## config.mk

```make
export PLATFORM = sky130hd
export DESIGN_NAME = serial_tx
export DESIGN_NICKNAME = d
export VERILOG_FILES = /design/src/rtl/serial_tx.sv
export SDC_FILE = /design/constraint.sdc
export NUM_CORES = 1
export LEC_CHECK = 0
export ABC_AREA = 1
export CORE_MARGIN = 3
export CORE_UTILIZATION = 35
export DETAILED_ROUTE_END_ITERATION = 8
export HOLD_SLACK_MARGIN = 0.1
export PLACE_DENSITY_LB_ADDON = 0.08
export SYNTH_ARGS = -nofsm -noshare
export SYNTH_HDL_FRONTEND = slang
export SYNTH_SLANG_ARGS = --single-unit
```

## constraint.sdc

```tcl
create_clock -name clk -period 3.1 [get_ports clk]
set_input_delay 0.62 -clock clk [delete_from_list [all_inputs] [get_ports clk]]
set_output_delay 0.62 -clock clk [all_outputs]
set_load 0.03 [all_outputs]
```

## src/rtl/serial_tx.sv

```systemverilog
// serial_tx: valid/ready serial frame transmitter, LSB-first (start, data, [parity], stop).
// Define SERIAL_TX_PARITY_EN to insert an even-parity bit between the data and stop bits.
module serial_tx #(
  parameter int DATA_W       = 8,
  parameter int CLKS_PER_BIT = 4
) (
  input  logic              clk,
  input  logic              rst,
  input  logic [DATA_W-1:0] tx_data,
  input  logic              tx_valid,
  output logic              tx_ready,
  output logic              tx_serial,
  output logic              tx_busy,
  output logic              tx_done
);

  localparam int CW = (CLKS_PER_BIT > 1) ? $clog2(CLKS_PER_BIT) : 1;
  localparam int BW = (DATA_W > 1) ? $clog2(DATA_W) : 1;
  localparam logic [CW-1:0] CNT_MAX = CW'(CLKS_PER_BIT - 1);
  localparam logic [BW-1:0] BIT_MAX = BW'(DATA_W - 1);

  localparam logic [2:0] ST_IDLE   = 3'd0;
  localparam logic [2:0] ST_START  = 3'd1;
  localparam logic [2:0] ST_DATA   = 3'd2;
  localparam logic [2:0] ST_STOP   = 3'd4;
`ifdef SERIAL_TX_PARITY_EN
  localparam logic [2:0] ST_PARITY = 3'd3;
`endif

  logic [2:0]        r_state;
  logic [DATA_W-1:0] r_shift;
  logic [CW-1:0]     r_cnt;
  logic [BW-1:0]     r_bit;
  logic              r_serial;
  logic              r_ready;
  logic              r_busy;
  logic              r_done;
`ifdef SERIAL_TX_PARITY_EN
  logic              r_parity;
`endif

  logic              w_bit_end;
  logic              w_last_bit;
  logic [DATA_W-1:0] w_shift_nxt;

  assign w_bit_end   = (r_cnt == CNT_MAX);
  assign w_last_bit  = (r_bit == BIT_MAX);
  assign w_shift_nxt = r_shift >> 1;

  assign tx_ready  = r_ready;
  assign tx_serial = r_serial;
  assign tx_busy   = r_busy;
  assign tx_done   = r_done;

  // The line register is loaded with the value of the bit being entered, so every
  // output change lands exactly on the bit boundary with no combinational path.
  always_ff @(posedge clk or negedge rst) begin
    if (!rst) begin
      r_state  <= ST_IDLE;
      r_shift  <= '0;
      r_cnt    <= '0;
      r_bit    <= '0;
      r_serial <= 1'b1;
      r_ready  <= 1'b1;
      r_busy   <= 1'b0;
      r_done   <= 1'b0;
`ifdef SERIAL_TX_PARITY_EN
      r_parity <= 1'b0;
`endif
    end else begin
      r_done <= 1'b0;
      case (r_state)
        ST_IDLE: begin
          if (tx_valid && r_ready) begin
            r_shift  <= tx_data;
            r_cnt    <= '0;
            r_bit    <= '0;
            r_serial <= 1'b0;
            r_ready  <= 1'b0;
            r_busy   <= 1'b1;
            r_state  <= ST_START;
`ifdef SERIAL_TX_PARITY_EN
            r_parity <= ^tx_data;
`endif
          end
        end
        ST_START: begin
          if (w_bit_end) begin
            r_cnt    <= '0;
            r_serial <= r_shift[0];
            r_state  <= ST_DATA;
          end else begin
            r_cnt <= r_cnt + 1'b1;
          end
        end
        ST_DATA: begin
          if (w_bit_end) begin
            r_cnt <= '0;
            if (w_last_bit) begin
`ifdef SERIAL_TX_PARITY_EN
              r_serial <= r_parity;
              r_state  <= ST_PARITY;
`else
              r_serial <= 1'b1;
              r_state  <= ST_STOP;
`endif
            end else begin
              r_bit    <= r_bit + 1'b1;
              r_shift  <= w_shift_nxt;
              r_serial <= w_shift_nxt[0];
            end
          end else begin
            r_cnt <= r_cnt + 1'b1;
          end
        end
`ifdef SERIAL_TX_PARITY_EN
        ST_PARITY: begin
          if (w_bit_end) begin
            r_cnt    <= '0;
            r_serial <= 1'b1;
            r_state  <= ST_STOP;
          end else begin
            r_cnt <= r_cnt + 1'b1;
          end
        end
`endif
        ST_STOP: begin
          // Ready returns in the done cycle so a waiting word starts right after the stop bit.
          if (w_bit_end) begin
            r_cnt    <= '0;
            r_serial <= 1'b1;
            r_ready  <= 1'b1;
            r_busy   <= 1'b0;
            r_done   <= 1'b1;
            r_state  <= ST_IDLE;
          end else begin
            r_cnt <= r_cnt + 1'b1;
          end
        end
        default: begin
          r_state  <= ST_IDLE;
          r_serial <= 1'b1;
          r_ready  <= 1'b1;
          r_busy   <= 1'b0;
        end
      endcase
    end
  end

endmodule

```

Word-level counts from Yosys, hierarchy flattened
Index checks and enable logic that the tools add are counted.
{ "classes": {"n_addsub": 2, "n_reduce_logical": 11, "n_bitwise": 1, "n_lt_le_gt_ge": 0, "n_mux": 29, "eq_ne": 11, "mul": 0, "div_mod_pow": 0, "n_shift": 0} }
{ "op_table": {"columns": ["operator", "n"], "rows": [
  ["3-bit two-way mux", 8],
  ["8-bit two-way mux", 3],
  ["8-bit case mux with 2 select lines", 1],
  ["2-bit inequality test (second input constant)", 6],
  ["3-bit case mux with 4 select lines", 1],
  ["1-bit two-way mux", 9],
  ["4-bit AND reduction", 2],
  ["3-bit == test (second input constant)", 2],
  ["1-bit case mux with 3 select lines", 2],
  ["3-bit case mux with 2 select lines", 1],
  ["5-bit AND reduction", 1],
  ["2-bit two-way mux", 2],
  ["1-bit case mux with 4 select lines", 1],
  ["2-bit case mux with 2 select lines", 1],
  ["2-bit nonzero test", 2],
  ["3-bit by 1-bit adder with 3-bit output (second input constant)", 1],
  ["3-bit by 1-bit == test with 1-bit output (second input constant)", 1],
  ["3-bit by 2-bit == test with 1-bit output (second input constant)", 1],
  ["3-bit zero test", 1],
  ["3-bit AND reduction", 1],
  ["3-bit OR reduction", 1],
  ["2-bit by 1-bit adder with 2-bit output (second input constant)", 1],
  ["2-bit == test (second input constant)", 1],
  ["2-bit AND reduction", 1],
  ["other kinds (3)", 3]
]} }
{ "word_totals": {"out_inout_bits": 4, "memories": 0, "ram_bits": 0, "in_bits": 11, "reg_bits": 20, "latchBits": 0, "wordCells": 62, "rom_bits": 0} }

Depth between registers and ports, before layout
Gate-level depths: netlist of the first run.
{ "depth": {"ltp_word": 4, "ltp_mapped": 9, "ltp_nobuf": 9} }

Worst setup path after synthesis of the first run
OpenSTA, ideal clock, no wires.
{ "synth_timing": {"path_kind": "reg2reg", "startpoint": "register r_bit[0]", "endpoint": "register r_bit[1]", "stages_incl_launch_ff": 9, "setup_slack_ns": 1.700, "required_time_ns": 2.982, "setup_time_ns": 0.118, "period_less_slack_ns": 1.400, "arrival_time_ns": 1.283, "path_buffers": 0, "path_cell_list": "dfrtp_1 > ha_1 > ha_1 > inv_1 > o21ai_1 > nor2_4 > inv_1 > nand2_1 > nand2_1"} }
{ "synth_between": {"elab_chain_len": 4, "elab_cells_between_ends": 7, "classes_between": "add/sub: 1; eq/ne: 2; mux: 3; reduce/logical: 1"} }
{ "synth_rtl": {"columns": ["item", "line_no", "text"], "rows": [
  ["start, declared", "33", "logic [BW-1:0] r_bit;"],
  ["start signal, assigned", "108", "r_bit <= r_bit + 1'b1;"],
  ["3-bit by 1-bit adder with 3-bit output", "108", null],
  ["3-bit two-way mux", "99", "if (w_last_bit) begin"],
  ["3-bit two-way mux", "97", "if (w_bit_end) begin"],
  ["3-bit case mux with 2 select lines", "72", "case (r_state)"]
]} }
Parallel ways exist; a longest one is shown, timed or not. The select of a mux whose other input is x is not followed.
A chain may end at the register's enable or synchronous reset.

Worst setup path in the final report of the first run
{ "layout_timing": {"startpoint": "register r_ready (netlist: tx_ready)", "endpoint": "output port tx_ready"} }
{ "layout_rtl": {"columns": ["item", "line_no", "text"], "rows": [
  ["start, declared", "35", "logic r_ready;"],
  ["start signal, assigned", "64", "r_ready <= 1'b1;"],
  ["start signal, assigned", "79", "r_ready <= 1'b0;"],
  ["start signal, assigned", "132", "r_ready <= 1'b1;"],
  ["end, declared", "11", "output logic tx_ready,"]
]} }
No word-level cell between the ends.

==> metrics.cfg, run 1 <==
[outcome]
status=complete, no violations

[die]
die_x_microns=60.1
fp.coreArea_sq_mm=0.00264
row_count=18
die_area_sq_mm=0.00361
fp.dieH_microns=60.1
pin_count=15
start_util=0.388

[finish]
diodes=0
area_delta_synth_final_pct=19.1
seq_area_sq_um=503
layout.nets=162
final_cells=177
num-fill-cells=283
multiInputGateArea_sq_um=453
layout-drive-gt1-share=0.0748

[setup_path]
rr_endpoint=r_bit[2]
critical_path.cell_chain=clkdlybuf4s50_1
cpLargestDelayFamily=buffers and inverters
worstPathRequired_ns=2.48
critPathCaptureType=primary output
slowest_delay_ns=0.67
worst-path-max-fanout=4
critPathArrivalTime_ns=1.53
path_buf_inv=1
reg2regPathDepth=8
r2r-start=r_bit[0]
rrSetupSlack_ns=1.37
crit_type=flip-flop to primary output
startpoint_type=flip-flop
critical_path.slowest_cell=clkdlybuf4s50_1

[timing]
slew_headroom=0.419
max_freq_ghz=0.466
fin_crit_sh=0.693
setup_viol=0
finalCriticalPeriod_ns=2.15
worst_slew_pin_slew_ns=0.868
hold_violations=0
timing.hold.ws_ns=0.486
finalSetupTns_ns=0
rsz0062_at_grt=no
maxSlewViolCount=0
finalClockSkew_ns=0.00230

[cts]
cts_setup_buffers=0
cts_buffers=3
cts.sinks=20
cts-htree-levels=1
cts_buffer_depth=2
hold_buffers=0
clk_pin_slew_ns=0.10
cts.repair.resized=0
cts-root-buf=clkbuf_4
insertion_delay_ns=0.29
tritoncts=yes

[place]
post-place-cells=173
place.gp.congestion=0.868
hpwlAfterDp_mm=1.46
io_buffers=14

[synth]
ys_warn_count=0
syn_area_per_cell_sq_um=7.81
synth_cell_types=18
synth_edf_count=0
syn_inst=131
synthArstFlopShare=1.00
synth_top_area_share=0.440
ys_seq_elements=20
synth_area_leaders=dfrtp_1 (44%), nand2_1 (19%), dfstp_2 (5.1%), nand3_1 (4.4%), o21ai_0 (4.4%)
ys.flop_type=dfrtp_1
synth_largest_area_cell=dfrtp_1
yosysSeqAreaShare=0.491
synthesis.nets=145
syn-cell-area_sq_mm=0.00102

[worst_hold_path]
min_path_type=flip-flop to flip-flop
hp-start=r_shift[4]
hold_path_depth=2
min_to=r_shift[4]

[power_and_ir_drop]
clkPwrFrac=0.133
power.total_mw=1.10
p_int_mw=0.629
pwr-share-seq=0.394
ir_drop_v=0.000573
p_comb_frac=0.473
leakagePower_nw=0.649
p_sw_mw=0.476
p_sw_frac=0.431
power_density_mw_per_mm2=906

[grt]
grt_overflow=0
grt_pass1_vias=788
track_usage=0.127
grt_pass1_wl_mm=3.43
antenna_found_initial=0
grt_max_degree=21

[drt]
wire_per_inst_microns=10.9
final_antenna_net_count=0
vias=829
drt_pass1_iterations=4
drc=0
drtIter0Drc=11
drt_wl_total_mm=1.92
vias_per_cell=4.68

[run]
drv_cap=0

==> how the worst max path moves through the flow <==
stage                     startpoint          to  slack (ns)  cells after the start
after floorplan             r_bit[0]    r_bit[1]        1.70                      8
after global placement      tx_valid    r_bit[2]        1.05                      8
after detailed placement    tx_valid  r_shift[7]         1.0                      8
after CTS                   tx_ready    tx_ready        0.92                      1
after global routing        tx_ready    tx_ready        0.88                      1
final                       tx_ready    tx_ready        0.95                      1
==> sequential cells by signal, indices dropped and copies added, names as in the netlist <==
signal     cells
r_shift        8
tx_ready       1
r_bit          3
tx_serial      1
tx_busy        1
r_state        3
tx_done        1
r_cnt          2
==> logic make-up (layout without fill, tap and decap cells) <==
group,after synthesis,in the layout,share of synthesized area
buf+inv,15,31,0.0660
simple gates,77,77,0.325
flops,20,20,0.491
compound gates,16,16,0.0807
fa+ha+maj,3,3,0.0367
==> metrics by stage <==
step / setup slack (ns) / util / instance area (sq um)
after floorplan: 1.70 / - / 1020
after global placement: 1.05 / 0.449 / 1180
after detailed placement: 0.997 / 0.449 / 1180
after CTS: 0.924 / 0.462 / 1220
after global routing: 0.879 / 0.462 / 1220
final: 0.952 / 0.462 / 1220
==> synthesized netlist by cell type (2+ instances only) <==
master   instances
nand4_1          3
nor2_1           7
nand2_1         53
dfstp_2          2
nand3_1          9
inv_1           12
dfrtp_1         18
nor2_4           2
o21ai_0          9
ha_1             3
o21ai_1          6
==> placed cells by master (no fill, tap or decap), drive strengths merged <==
| cell | instances |
|---|---|
| clkbuf | 4 |
| clkdlybuf4s50 | 14 |
| dfrtp | 18 |
| dfstp | 2 |
| ha | 3 |
| inv | 13 |
| nand2 | 54 |
| nand3 | 10 |
| nand4 | 3 |
| nor2 | 9 |
| nor3 | 1 |
| o21a | 1 |
| o21ai | 15 |
==> power groups by stage <==
stage	combinational, mW	sequential [mW]	clock (mW)
6_report	0.523	0.435	0.147
5_1_grt	0.612	0.451	0.169
4_1_cts	0.530	0.435	0.159
3_5_place_dp	0.529	0.440	0
3_3_place_gp	0.524	0.439	0
2_1_floorplan	0.391	0.461	0
==> final cells by class <==
class,count,share of cell area
Sequential cell,20,0.413
Multi-Input combinational cell,96,0.372
Timing Repair Buffer,14,0.115
Inverter,13,0.0400
Tap cell,30,0.0308
Clock buffer,4,0.0298
==> layer usage <==
metal  vias up  track usage  routed length, microns
met1       362        0.180                    1030
met3         2       0.0454                      78
met4         0       0.0285                      15
li1        449            -                       -
met5         -            0                       0
met2        16        0.185                     799
No activity file was read; power rests on OpenSTA's default activity.
==> run 2, diff against run 1 <==
==> constraint.sdc (replaced) <==
create_clock -name clk -period 1.8 [get_ports clk]
set_input_delay 0.36 -clock clk [delete_from_list [all_inputs] [get_ports clk]]
set_output_delay 0.36 -clock clk [all_outputs]
set_load 0.03 [all_outputs]
==> metrics.cfg, run 2 (synthesis gave the netlist of run 1 again) <==
[place]
hpwlAfterDp_mm=1.47  ; was 1.46 mm
io_buffers=14  ; unchanged
place_ws_ns=0.216  ; was 0.997 ns
place.gp.congestion=0.845  ; was 0.868
placed_cell_area_sq_mm=0.00122  ; was 0.00118 sq mm

[cts]
cts_buffers=3  ; unchanged
cts.repair.resized=2  ; was 0
cts.sinks=20  ; unchanged
insertion_delay_ns=0.30  ; was 0.29 ns
hold_buffers=0  ; unchanged
cts_buffer_depth=2  ; unchanged
cts-root-buf=clkbuf_4  ; unchanged
clk_pin_slew_ns=0.11  ; was 0.10 ns
tritoncts=yes  ; unchanged
cts_setup_buffers=0  ; unchanged
cts-htree-levels=1  ; unchanged

[grt]
gr-usage-met1=0.175  ; was 0.180
track_usage=0.127  ; about the same
grt_max_degree=21  ; unchanged
use_met2=0.190  ; was 0.185
top_usage_layer=met2  ; unchanged
grt_pass1_vias=787  ; was 788
grt_pass1_wl_mm=3.43  ; unchanged
grt_overflow=0  ; unchanged
grt_use_met3=0.0389  ; was 0.0454
antenna_found_initial=0  ; unchanged

[timing]
maxSlewViolCount=0  ; unchanged
max_freq_ghz=0.592
hold_violations=0  ; unchanged
worst_slew_pin_slew_ns=0.310  ; was 0.868 ns
finalSetupTns_ns=0  ; unchanged
slew_headroom=0.793  ; was 0.419
rsz0062_at_grt=no  ; unchanged
fin_crit_sh=0.939
layout_setup_ws_ns=0.110  ; was 0.952 ns
timing.hold.ws_ns=0.383  ; was 0.486 ns
finalCriticalPeriod_ns=1.69
setup_viol=0  ; unchanged
finalClockSkew_ns=0.00640  ; was 0.00230 ns

[worst_hold_path]
min_path_type=input pin to asynchronous set/reset pin  ; was flip-flop to flip-flop

[setup_path]
critPathArrivalTime_ns=1.33  ; was 1.53 ns
startpoint_type=flip-flop  ; unchanged
worstPathRequired_ns=1.44  ; was 2.48 ns
crit_start=tx_busy  ; was tx_ready
critical_path.slowest_cell=clkdlybuf4s50_1  ; unchanged
critical_path.cell_chain=clkdlybuf4s50_1  ; unchanged
r2r-start=r_bit[0]  ; unchanged
path_buf_inv=1  ; unchanged
slowest_delay_ns=0.67  ; about the same
crit_type=flip-flop to primary output  ; unchanged
worst-path-max-fanout=2  ; was 4
cpLargestDelayFamily=buffers and inverters  ; unchanged
critPathCaptureType=primary output  ; unchanged

[drt]
vias_per_cell=4.72  ; was 4.68
final_antenna_net_count=0  ; unchanged
vias=849  ; was 829
drc=0  ; unchanged
drt_pass1_iterations=4  ; unchanged
drt_wl_total_mm=1.98  ; was 1.92 mm
wire_per_inst_microns=11.0  ; was 10.9 microns
drtIter0Drc=23  ; was 11

[finish]
design_area_sq_mm=0.00125  ; was 0.00122 sq mm
layout.nets=165  ; was 162
largest_reg_flops=8  ; unchanged
final_common_cell=nand2_1  ; unchanged
layout_common_cells=nand2_1 (53), dfrtp_1 (18), inv_1 (12), clkdlybuf4s50_1 (12)  ; was nand2_1 (53), dfrtp_1 (18), clkdlybuf4s50_1 (14), inv_1 (12)
reg_top3=r_shift x8, r_bit x3, r_state x3  ; unchanged
seq_area_sq_um=503  ; unchanged
diodes=0  ; unchanged
area_delta_synth_final_pct=22.2  ; was 19.1%
layout-drive-gt1-share=0.0933  ; was 0.0748
multiInputGateArea_sq_um=453  ; unchanged
final_util=0.475  ; was 0.462
largest_register=r_shift  ; unchanged
num-fill-cells=274  ; was 283

[die]
die_x_microns=60.1  ; unchanged
fp.dieH_microns=60.1  ; unchanged
die_area_sq_mm=0.00361  ; unchanged
pin_count=15  ; unchanged
start_util=0.388  ; unchanged
fp.coreArea_sq_mm=0.00264  ; unchanged
row_count=18  ; unchanged

[power_and_ir_drop]
ir_drop_v=0.000860  ; was 0.000573 V
power_density_mw_per_mm2=1580  ; was 906 mW/mm^2
leakagePower_nw=0.671  ; was 0.649 nW

[outcome]
status=complete, no violations  ; unchanged

[run]
drv_cap=0  ; unchanged

==> run 2: changes by cell type in the layout (fill, tap and decap cells not counted) <==
cell,delta
buf_4,+2
clkdlybuf4s50_1,-2
dlygate4sd2_1,+2
buf_12,+1
==> run 2: final cells by class <==
type,instances,share of cell area
Clock buffer,4,0.0290
Inverter,13,0.0390
Multi-Input combinational cell,96,0.362
Sequential cell,20,0.402
Tap cell,30,0.0300
Timing Repair Buffer,17,0.138
==> run 2: path summary, 6_finish.rpt <==
path,endpoint,slack (ns),cells past startpoint
max,tx_busy,0.11,1
min,tx_done,0.38,2
max reg2reg,r_shift[5],0.31,8
min reg2reg,tx_serial,0.48,2
max in group asynchronous,tx_ready,1.14,2
min in group clk,tx_serial,0.48,2
==> run 2: metal layers <==
| layer | part of all wire | wire length, microns |
|---|---|---|
| met4 | 0.0061 | 12 |
| met5 | 0 | 0 |
| met2 | 0.42 | 832 |
| met3 | 0.039 | 78 |
| met1 | 0.53 | 1060 |
==> run 2: metrics by stage <==
step                      power [mW]  instances
after floorplan                 1.47        131
after global placement          1.74        176
after detailed placement        1.75        176
after CTS                       2.01        180
after global routing            2.19        180
final                           1.98        180
==> run 2: where the power goes <==
| part | total (mW) | internal [mW] | switching (mW) |
|---|---|---|---|
| Combinational | 0.979 | 0.378 | 0.601 |
| Clock | 0.257 | 0.123 | 0.134 |
| Sequential | 0.747 | 0.640 | 0.107 |
| Total | 1.98 | 1.14 | 0.842 |
